`config.mk`:
```
export PLATFORM = sky130hd
export DESIGN_NAME = cordic_seq_ctrl
export DESIGN_NICKNAME = d
export VERILOG_FILES = /design/src/rtl/cordic_pkg.sv /design/src/rtl/cordic_step_counter.sv /design/src/rtl/cordic_seq_ctrl.sv
export SDC_FILE = /design/constraint.sdc
export NUM_CORES = 1
export LEC_CHECK = 0
export ABC_AREA = 1
export CORE_UTILIZATION = 45
export CTS_CLUSTER_SIZE = 16
export DETAILED_ROUTE_END_ITERATION = 10
export GPL_TIMING_DRIVEN = 0
export PLACE_DENSITY = 0.87
export SLEW_MARGIN = 0
export SYNTH_ARGS = -nofsm -noshare
export SYNTH_HDL_FRONTEND = slang
export SYNTH_SLANG_ARGS = --single-unit
```
`constraint.sdc`:
```
create_clock -name clk -period 1.9 [get_ports clk]
set_clock_uncertainty 0.2 [all_clocks]
set_input_delay 0.475 -clock clk [delete_from_list [all_inputs] [get_ports clk]]
set_output_delay 0.475 -clock clk [all_outputs]
set_load 0.02 [all_outputs]
```
`src/rtl/cordic_pkg.sv`:
```
// Shared definitions for the CORDIC sequencer: FSM encodings, mode values and
// the default iteration geometry used by the firmware build.
package cordic_pkg;

   localparam int CORDIC_ITERATION_WIDTH = 4;
   localparam int CORDIC_MAX_ITERATIONS  = 16;
   localparam int CORDIC_SCALE_CYCLES    = 1;

   localparam logic [2:0] ST_IDLE    = 3'd0;
   localparam logic [2:0] ST_LOAD    = 3'd1;
   localparam logic [2:0] ST_COMPUTE = 3'd2;
   localparam logic [2:0] ST_SCALE   = 3'd3;
   localparam logic [2:0] ST_HOLD    = 3'd4;

   localparam logic MODE_VECTORING = 1'b0;
   localparam logic MODE_ROTATION  = 1'b1;

endpackage

```
`src/rtl/cordic_step_counter.sv`:
```
// Up-counter with synchronous clear and a terminal-count flag; it parks at
// the terminal value instead of wrapping if enable stays high.
module cordic_step_counter #(
   parameter int WIDTH = 4
) (
   input  logic             clk,
   input  logic             rst,
   input  logic             clear,
   input  logic             en,
   input  logic [WIDTH-1:0] last,
   output logic [WIDTH-1:0] count,
   output logic             tc
);

   assign tc = (count == last);

   // NOTE: state uses non-blocking assignments and an async active-low reset
   // in the sensitivity list, so reset takes effect without a clock edge.
   always_ff @(posedge clk or negedge rst) begin
      if (!rst) begin
         count <= '0;
      end else if (clear) begin
         count <= '0;
      end else if (en && !tc) begin
         count <= count + WIDTH'(1);
      end
   end

endmodule

```
`src/rtl/cordic_seq_ctrl.sv`:
```
// Sequencer for the iterative CORDIC shift-add datapath: accepts a job, pulses
// load, walks the micro-rotation index, optionally scales, then holds the result.
module cordic_seq_ctrl
   import cordic_pkg::*;
#(
   parameter int ITERATION_WIDTH = CORDIC_ITERATION_WIDTH,
   parameter int MAX_ITERATIONS  = CORDIC_MAX_ITERATIONS,
   parameter int SCALE_CYCLES    = CORDIC_SCALE_CYCLES
) (
   input  logic                       clk,
   input  logic                       rst,
   input  logic                       in_valid,
   output logic                       in_ready,
   input  logic [ITERATION_WIDTH-1:0] iter_cfg,
   input  logic                       mode_in,
   input  logic                       abort,
   output logic                       load,
   output logic                       iter_en,
   output logic [ITERATION_WIDTH-1:0] iter_idx,
   output logic                       mode,
   output logic                       scale_en,
   output logic                       out_valid,
   input  logic                       out_ready,
   output logic                       busy,
   output logic                       done
);

   localparam int IW = ITERATION_WIDTH;
   localparam int SW = (SCALE_CYCLES > 1) ? $clog2(SCALE_CYCLES) : 1;
   localparam logic [IW-1:0] ITER_CAP   = IW'(MAX_ITERATIONS - 1);
   localparam logic [SW-1:0] SCALE_LAST = SW'((SCALE_CYCLES > 0) ? SCALE_CYCLES - 1 : 0);

   logic [2:0]    state;
   logic [2:0]    state_nxt;
   logic [IW-1:0] iter_last;
   logic          mode_q;
   logic          accept;
   logic [IW-1:0] iter_cnt;
   logic          iter_tc;
   logic [SW-1:0] scale_cnt;
   logic          scale_tc;

   assign accept = (state == ST_IDLE) && in_valid && !abort;

   // NOTE: every combinational output gets a default before the case so no
   // path through the block leaves state_nxt unassigned (no latch).
   always_comb begin
      state_nxt = state;
      case (state)
         ST_IDLE:    if (accept) state_nxt = ST_LOAD;
         ST_LOAD:    state_nxt = ST_COMPUTE;
         ST_COMPUTE: if (iter_tc) state_nxt = (SCALE_CYCLES == 0) ? ST_HOLD : ST_SCALE;
         ST_SCALE:   if (scale_tc) state_nxt = ST_HOLD;
         ST_HOLD:    if (out_ready) state_nxt = ST_IDLE;
         default:    state_nxt = ST_IDLE;
      endcase
      if (abort) state_nxt = ST_IDLE;
   end

   always_ff @(posedge clk or negedge rst) begin
      if (!rst) begin
         state     <= ST_IDLE;
         iter_last <= '0;
         mode_q    <= MODE_VECTORING;
      end else begin
         state <= state_nxt;
         if (accept) begin
            // Clamp so the index never passes the last atan-ROM entry.
            iter_last <= (iter_cfg >= ITER_CAP) ? ITER_CAP : iter_cfg;
            mode_q    <= mode_in;
         end
      end
   end

   // Counters are cleared on leaving their state so the next job starts at 0.
   cordic_step_counter #(.WIDTH(IW)) u_iter_cnt (
      .clk   (clk),
      .rst   (rst),
      .clear ((state != ST_COMPUTE) || abort || iter_tc),
      .en    (state == ST_COMPUTE),
      .last  (iter_last),
      .count (iter_cnt),
      .tc    (iter_tc)
   );

   cordic_step_counter #(.WIDTH(SW)) u_scale_cnt (
      .clk   (clk),
      .rst   (rst),
      .clear ((state != ST_SCALE) || abort || scale_tc),
      .en    (state == ST_SCALE),
      .last  (SCALE_LAST),
      .count (scale_cnt),
      .tc    (scale_tc)
   );

   assign in_ready  = (state == ST_IDLE);
   assign load      = (state == ST_LOAD);
   assign iter_en   = (state == ST_COMPUTE);
   assign scale_en  = (state == ST_SCALE);
   assign out_valid = (state == ST_HOLD);
   assign busy      = (state == ST_LOAD) || (state == ST_COMPUTE) ||
                      (state == ST_SCALE) || (state == ST_HOLD);
   assign done      = (state == ST_HOLD) && out_ready && !abort;
   assign iter_idx  = iter_cnt;
   assign mode      = mode_q;

endmodule
```
[Yosys cells after proc, flatten, opt, wreduce, memory -nomap -nowiden]
Index checks and enable logic that the tools add are counted.
Widths: inputs -> output; s select.
Word-level totals
  output and inout bits: 12
  word-level logic and storage cells: 50
  register bits: 13
Cells by class
  $add $sub $neg: 2
  equality and inequality tests: 11
  reduce and logical (&&, ||, !) cells: 19
  mux-type cells: 11
  bitwise operators: 1
  order comparisons: 1
Operators with widths (number)
  $mux 3: 5
  $pmux 3 s5: 1
  $mux 4: 3
  $ne 3x2->1 const B: 3
  $logic_or 1x1->1: 7
  $eq 3x2->1 const B: 2
  $logic_and 1x1->1: 6
  $ne 3x3->1 const B: 2
  $add 4x1->4 const B: 1
  $eq 4x4->1: 1
  $ge 4x4->1 const B: 1
  $reduce_and 4->1: 1
  $reduce_bool 2->1: 2
  $eq 3x1->1 const B: 1
  $eq 3x3->1 const B: 1
  $logic_not 3->1: 1
  $ne 3x1->1 const B: 1
  $logic_not 1->1: 2
  $mux 1: 2
  $add 1x1->1 const B: 1
  $not 1->1: 1

[Longest topological paths before layout]
  depth after elaboration: 6
  depth in mapped cells: 8
  depth with buffers taken out: 8

[Cells and area by module]
A second synthesis with hierarchy kept.
Unflattened totals
  cells, all modules: 122
  area total of the unflattened synthesis: 842.1 µm²
Modules (own cells, without submodules)
  cordic_seq_ctrl: sequential area each 200.2 µm², area each 469.2 µm², times used 1, cells an instance 65
  cordic_step_counter (u_iter_cnt): sequential area each 100.1 µm², area each 314.1 µm², times used 1, cells an instance 49
  cordic_step_counter (u_scale_cnt): sequential area each 25.0 µm², area each 58.8 µm², times used 1, cells an instance 8

[Least setup slack after synthesis]
No wires, ideal clock.
  path type: register to output
  start: register state[0]
  end: output done
  arrival time: 1.018 ns
  cell stages (with the launch flop): 4
  buffers on the path: 0
  slack: 0.207 ns
  required time: 1.225 ns
  cells stage by stage: dfrtp_1 nor2_4 nand3_1 nor2_1
Between the ends
  cells in the longest elaborated chain, start to end: 3
Ends and longest elaborated chain
  start: declaration: RTL line cordic_seq_ctrl.sv:33  | logic [2:0] state;
  start signal: assignment: RTL line cordic_seq_ctrl.sv:66  | state <= state_nxt;
  $eq 3x3->1: RTL line cordic_seq_ctrl.sv:103  | assign done = (state == ST_HOLD) && out_ready && !abort;
  $logic_and 1x1->1 (2 in a row): RTL line cordic_seq_ctrl.sv:103
  end: declaration: RTL line cordic_seq_ctrl.sv:25  | output logic done
Every way passes these cells.

[Worst setup path after layout]
  start: register state[0]
  end: output busy
Between the ends
  cells in the longest elaborated chain, start to end: 4
  elaborated cells between the ends (all ways): 7
  those cells by class: eq/ne: 4; reduce/logical: 3
Ends and longest elaborated chain
  $eq 3x1->1 / $eq 3x2->1 (equally long branches): RTL line cordic_seq_ctrl.sv:101  | assign busy = (state == ST_LOAD) || (state == ST_COMPUTE) ||
  $logic_or 1x1->1 (2 in a row): RTL line cordic_seq_ctrl.sv:101
  $logic_or 1x1->1 (*): RTL line cordic_seq_ctrl.sv:102  | (state == ST_SCALE) || (state == ST_HOLD);
  end: declaration: RTL line cordic_seq_ctrl.sv:24  | output logic busy,
Every way passes the cells marked *; elsewhere a longest branch is shown, timed or not.

==> results <==
==> cell usage in the layout (no fill, tap or decap), drive strengths merged <==
master          n
a21boi          1
a21oi           4
and2            1
buf            10
clkbuf          4
clkdlybuf4s50   8
conb            1
dfrtp          13
dlygate4sd2     6
ha              1
inv            19
mux2            1
nand2          25
nand3           7
nand3b          1
nor2           20
nor3            1
o21ai           1
xnor2           1
xor2            1
==> layout make-up <==
type	count	area share (%)
Clock buffer	4	2.58
Timing Repair Buffer	24	20.4
Inverter	19	7.01
Tap cell	16	1.97
Multi-Input combinational cell	66	35.7
Sequential cell	13	32.3
==> what timing repair did <==
item,4_1_cts,5_1_grt
gates resized for setup,40,8
pin swaps,3,2
endpoints found under the hold margin,0,0
endpoints found under the setup margin,12,5
cloned,0,0
buffers inserted,2,1
==> cells by family (layout without fill, tap and decap cells) <==
group	Yosys count	after routing	share of synthesized area, %
AO/OA/AOI/OAI	6	6	4.35
XOR/XNOR	2	2	2.34
adder cells (fa/ha/maj)	1	1	1.67
buffers and inverters	19	47	9.53
flip-flops	13	13	43.5
multiplexers	1	1	2.01
other	1	1	0.501
AND/OR/NAND/NOR	55	55	36.1
==> flip-flops by register name (all words and copies together) (netlist names) <==
signal,count
u_iter_cnt.count,4
iter_last,4
u_scale_cnt.count,1
state,3
mode,1
==> metal layers <==
layer	up-vias	track usage, %	wire, um
met5	-	0	0
met2	12	33.0	796
met4	0	7.50	26
met3	4	5.53	71
met1	303	25.5	688
li1	348	-	-
==> critical path: stages, from the launching register on <==
cell and delay, ps:
sky130_fd_sc_hd__dfrtp_2 460, sky130_fd_sc_hd__inv_2 80, sky130_fd_sc_hd__nand3_2 90, sky130_fd_sc_hd__o21ai_2 100
sky130_fd_sc_hd__nor2_1 60, sky130_fd_sc_hd__nand2_1 70, sky130_fd_sc_hd__buf_6 120
==> worst max path at each step <==
stage          slack [ps]  cells after the start     start    to
6_report              -30                      6  state[0]  busy
5_1_grt               -90                      6  state[0]  busy
4_1_cts               -40                      6  state[2]  busy
3_5_place_dp         -730                      5     abort  done
3_3_place_gp         -700                      5     abort  done
2_1_floorplan         210                      3  state[0]  done
==> power by group <==
part / total, W / switching (W) / internal [W] / leakage (nW)
combinational: 0.000597 / 0.000339 / 0.000259 / 0.381
clock: 0.000168 / 0.0000867 / 0.0000814 / 0.0150
sequential: 0.000425 / 0.0000710 / 0.000354 / 0.158
==> metrics by stage <==
step | util, % | hold slack (ps)
5_1_grt | 66.7 | 335
2_1_floorplan | - | -20.6
4_1_cts | 65.6 | 317
3_5_place_dp | 64.2 | 301
3_3_place_gp | 64.2 | 291
6_report | 66.7 | 310
==> results.py <==
metrics = {
    "status": {
        "outcome": "complete, but fails checks",
        "failing_checks": "negative setup slack",
    },
    "timing": {
        "rsz_0062_raised_after_global_routing": "yes",
        "fin_crit_ps": 1930,
        "report.final.slew_viol_count": 0,
        "tns_ps": -55.5,
        "setup-violations-final": 2,
        "layout_worst_path_cycle_share_pct": 102,
        "setup_ws_ps": -33.4,
        "worst-slew-pin-transition_ps": 544,
        "final_number_of_hold_violating_endpoints": 0,
        "slew_headroom_pct": 63.6,
        "max_freq_ghz": 0.517,
    },
    "critical_path": {
        "timing.critical_path.from_type": "flop",
        "worst_ep_arrival_time_ps": 1260,
        "critical_r2r_capture": "mode",
        "setup.worst_path.end_class": "output port",
        "reg2reg_from": "state[0]",
        "critical_path.max_fanout": 5,
        "worst_ep_required_time_ps": 1220,
        "worst-setup-path-type": "flop to output port",
        "timing.reg2reg.worst_path_depth": 5,
        "ff2ff_setup_slack_ps": 280,
    },
    "flow_run": {
        "maxCapViolations": 0,
    },
    "power": {
        "p_total_w": 0.00119,
        "total_leakage_power_nw": 0.553,
        "worst_case_vdd_ir_drop_mv": 0.620,
        "powerDensity_nw_per_um2": 1170,
    },
    "routing": {
        "detail_route.wl_per_cell_um": 11.1,
        "avgViaCountPerCell": 4.70,
        "detailedRoute.firstPassIterationCount": 3,
        "vias": 667,
        "ant_nets": 0,
        "total_length_of_routed_wires_mm": 1.58,
        "remaining_drc_errors": 0,
        "drt_iter0_markers": 8,
    },
    "final_layout": {
        "layout-area-overhead-vs-synth_pct": 36.0,
        "fill_cells": 125,
        "finalNonFillerCells": 142,
        "fin_nets": 138,
        "antenna_cells": 0,
        "layout.cell_area.non_filler_um2": 1020,
        "total_area_of_multi_input_combinational_cells_um2": 363,
        "seqCellArea_um2": 329,
        "drive_above_1_share_pct": 27.0,
    },
    "die": {
        "coreArea_um2": 1520,
        "rows": 14,
        "design.die.area_um2": 1830,
        "die_x_um": 42.8,
        "initial_standard_cell_utilization_of_the_core_pct": 49.1,
        "die-height_um": 42.8,
        "ioPinCount": 22,
    },
    "worst_hold_path": {
        "startpoint_of_the_lowest_slack_hold_path": "mode",
        "hold_path_end": "mode",
        "min-delay-path-class": "flop to flop",
        "min_delay_path_depth": 1,
    },
    "yosys": {
        "seq_area_frac_synth_pct": 43.5,
        "syn_nets": 109,
        "post_synthesis_cell_area_um2": 748,
        "synth.cells.most_frequent": "22 x sky130_fd_sc_hd__nand2_1, 17 x sky130_fd_sc_hd__inv_1, 15 x sky130_fd_sc_hd__nor2_1",
        "netlist_instances": 98,
        "yosys_warnings": 0,
        "number_of_synthesized_flops_with_an_enable_pin": 0,
        "synth_largest_area_cell": "sky130_fd_sc_hd__dfrtp_1",
        "yosysUniqueCellTypes": 22,
        "synthArstFlopShare_pct": 100,
        "yosys_most_used_dff": "sky130_fd_sc_hd__dfrtp_1",
        "ys_seq_elements": 13,
        "leading_cell_types_by_total_area_after_synthesis": "sky130_fd_sc_hd__dfrtp_1 43%, sky130_fd_sc_hd__nand2_1 11%, sky130_fd_sc_hd__inv_1 8.5%",
        "synthDominantCellAreaShare_pct": 43.5,
        "mapped_avg_cell_area_um2": 7.63,
        "post-synth-top-count-cell": "sky130_fd_sc_hd__nand2_1",
    },
    "placement": {
        "dp.cells": 135,
        "placedInstanceArea_um2": 978,
        "place.gp.congestion": 0.828,
        "placement.io_buffers": 21,
        "preCtsSetupSlack_ps": -731,
        "detailed_place_hpwl_mm": 1.19,
    },
    "grt": {
        "global_route.overflow_total": 0,
        "globalRouteTotalUtil_pct": 20.3,
        "antenna_found_initial": 0,
        "first_global_vias": 668,
        "grt_max_degree": 14,
        "global_route_wire_length_before_repair_mm": 2.75,
    },
    "cts": {
        "postCtsHoldBufs": 0,
        "ctsLongestPathBuffers": 2,
        "cts_htree_levels": 1,
        "skew_pair_late_insertion_delay_ps": 270,
        "clkSlewWorstSetupHoldPaths_ps": 80,
        "master_cell_of_the_clock_root_buffer": "sky130_fd_sc_hd__clkbuf_4",
        "clock_sinks": 13,
        "tritoncts_buffers": 3,
        "cts_tree": "built",
    },
}
(Power assumes the default switching activity.)
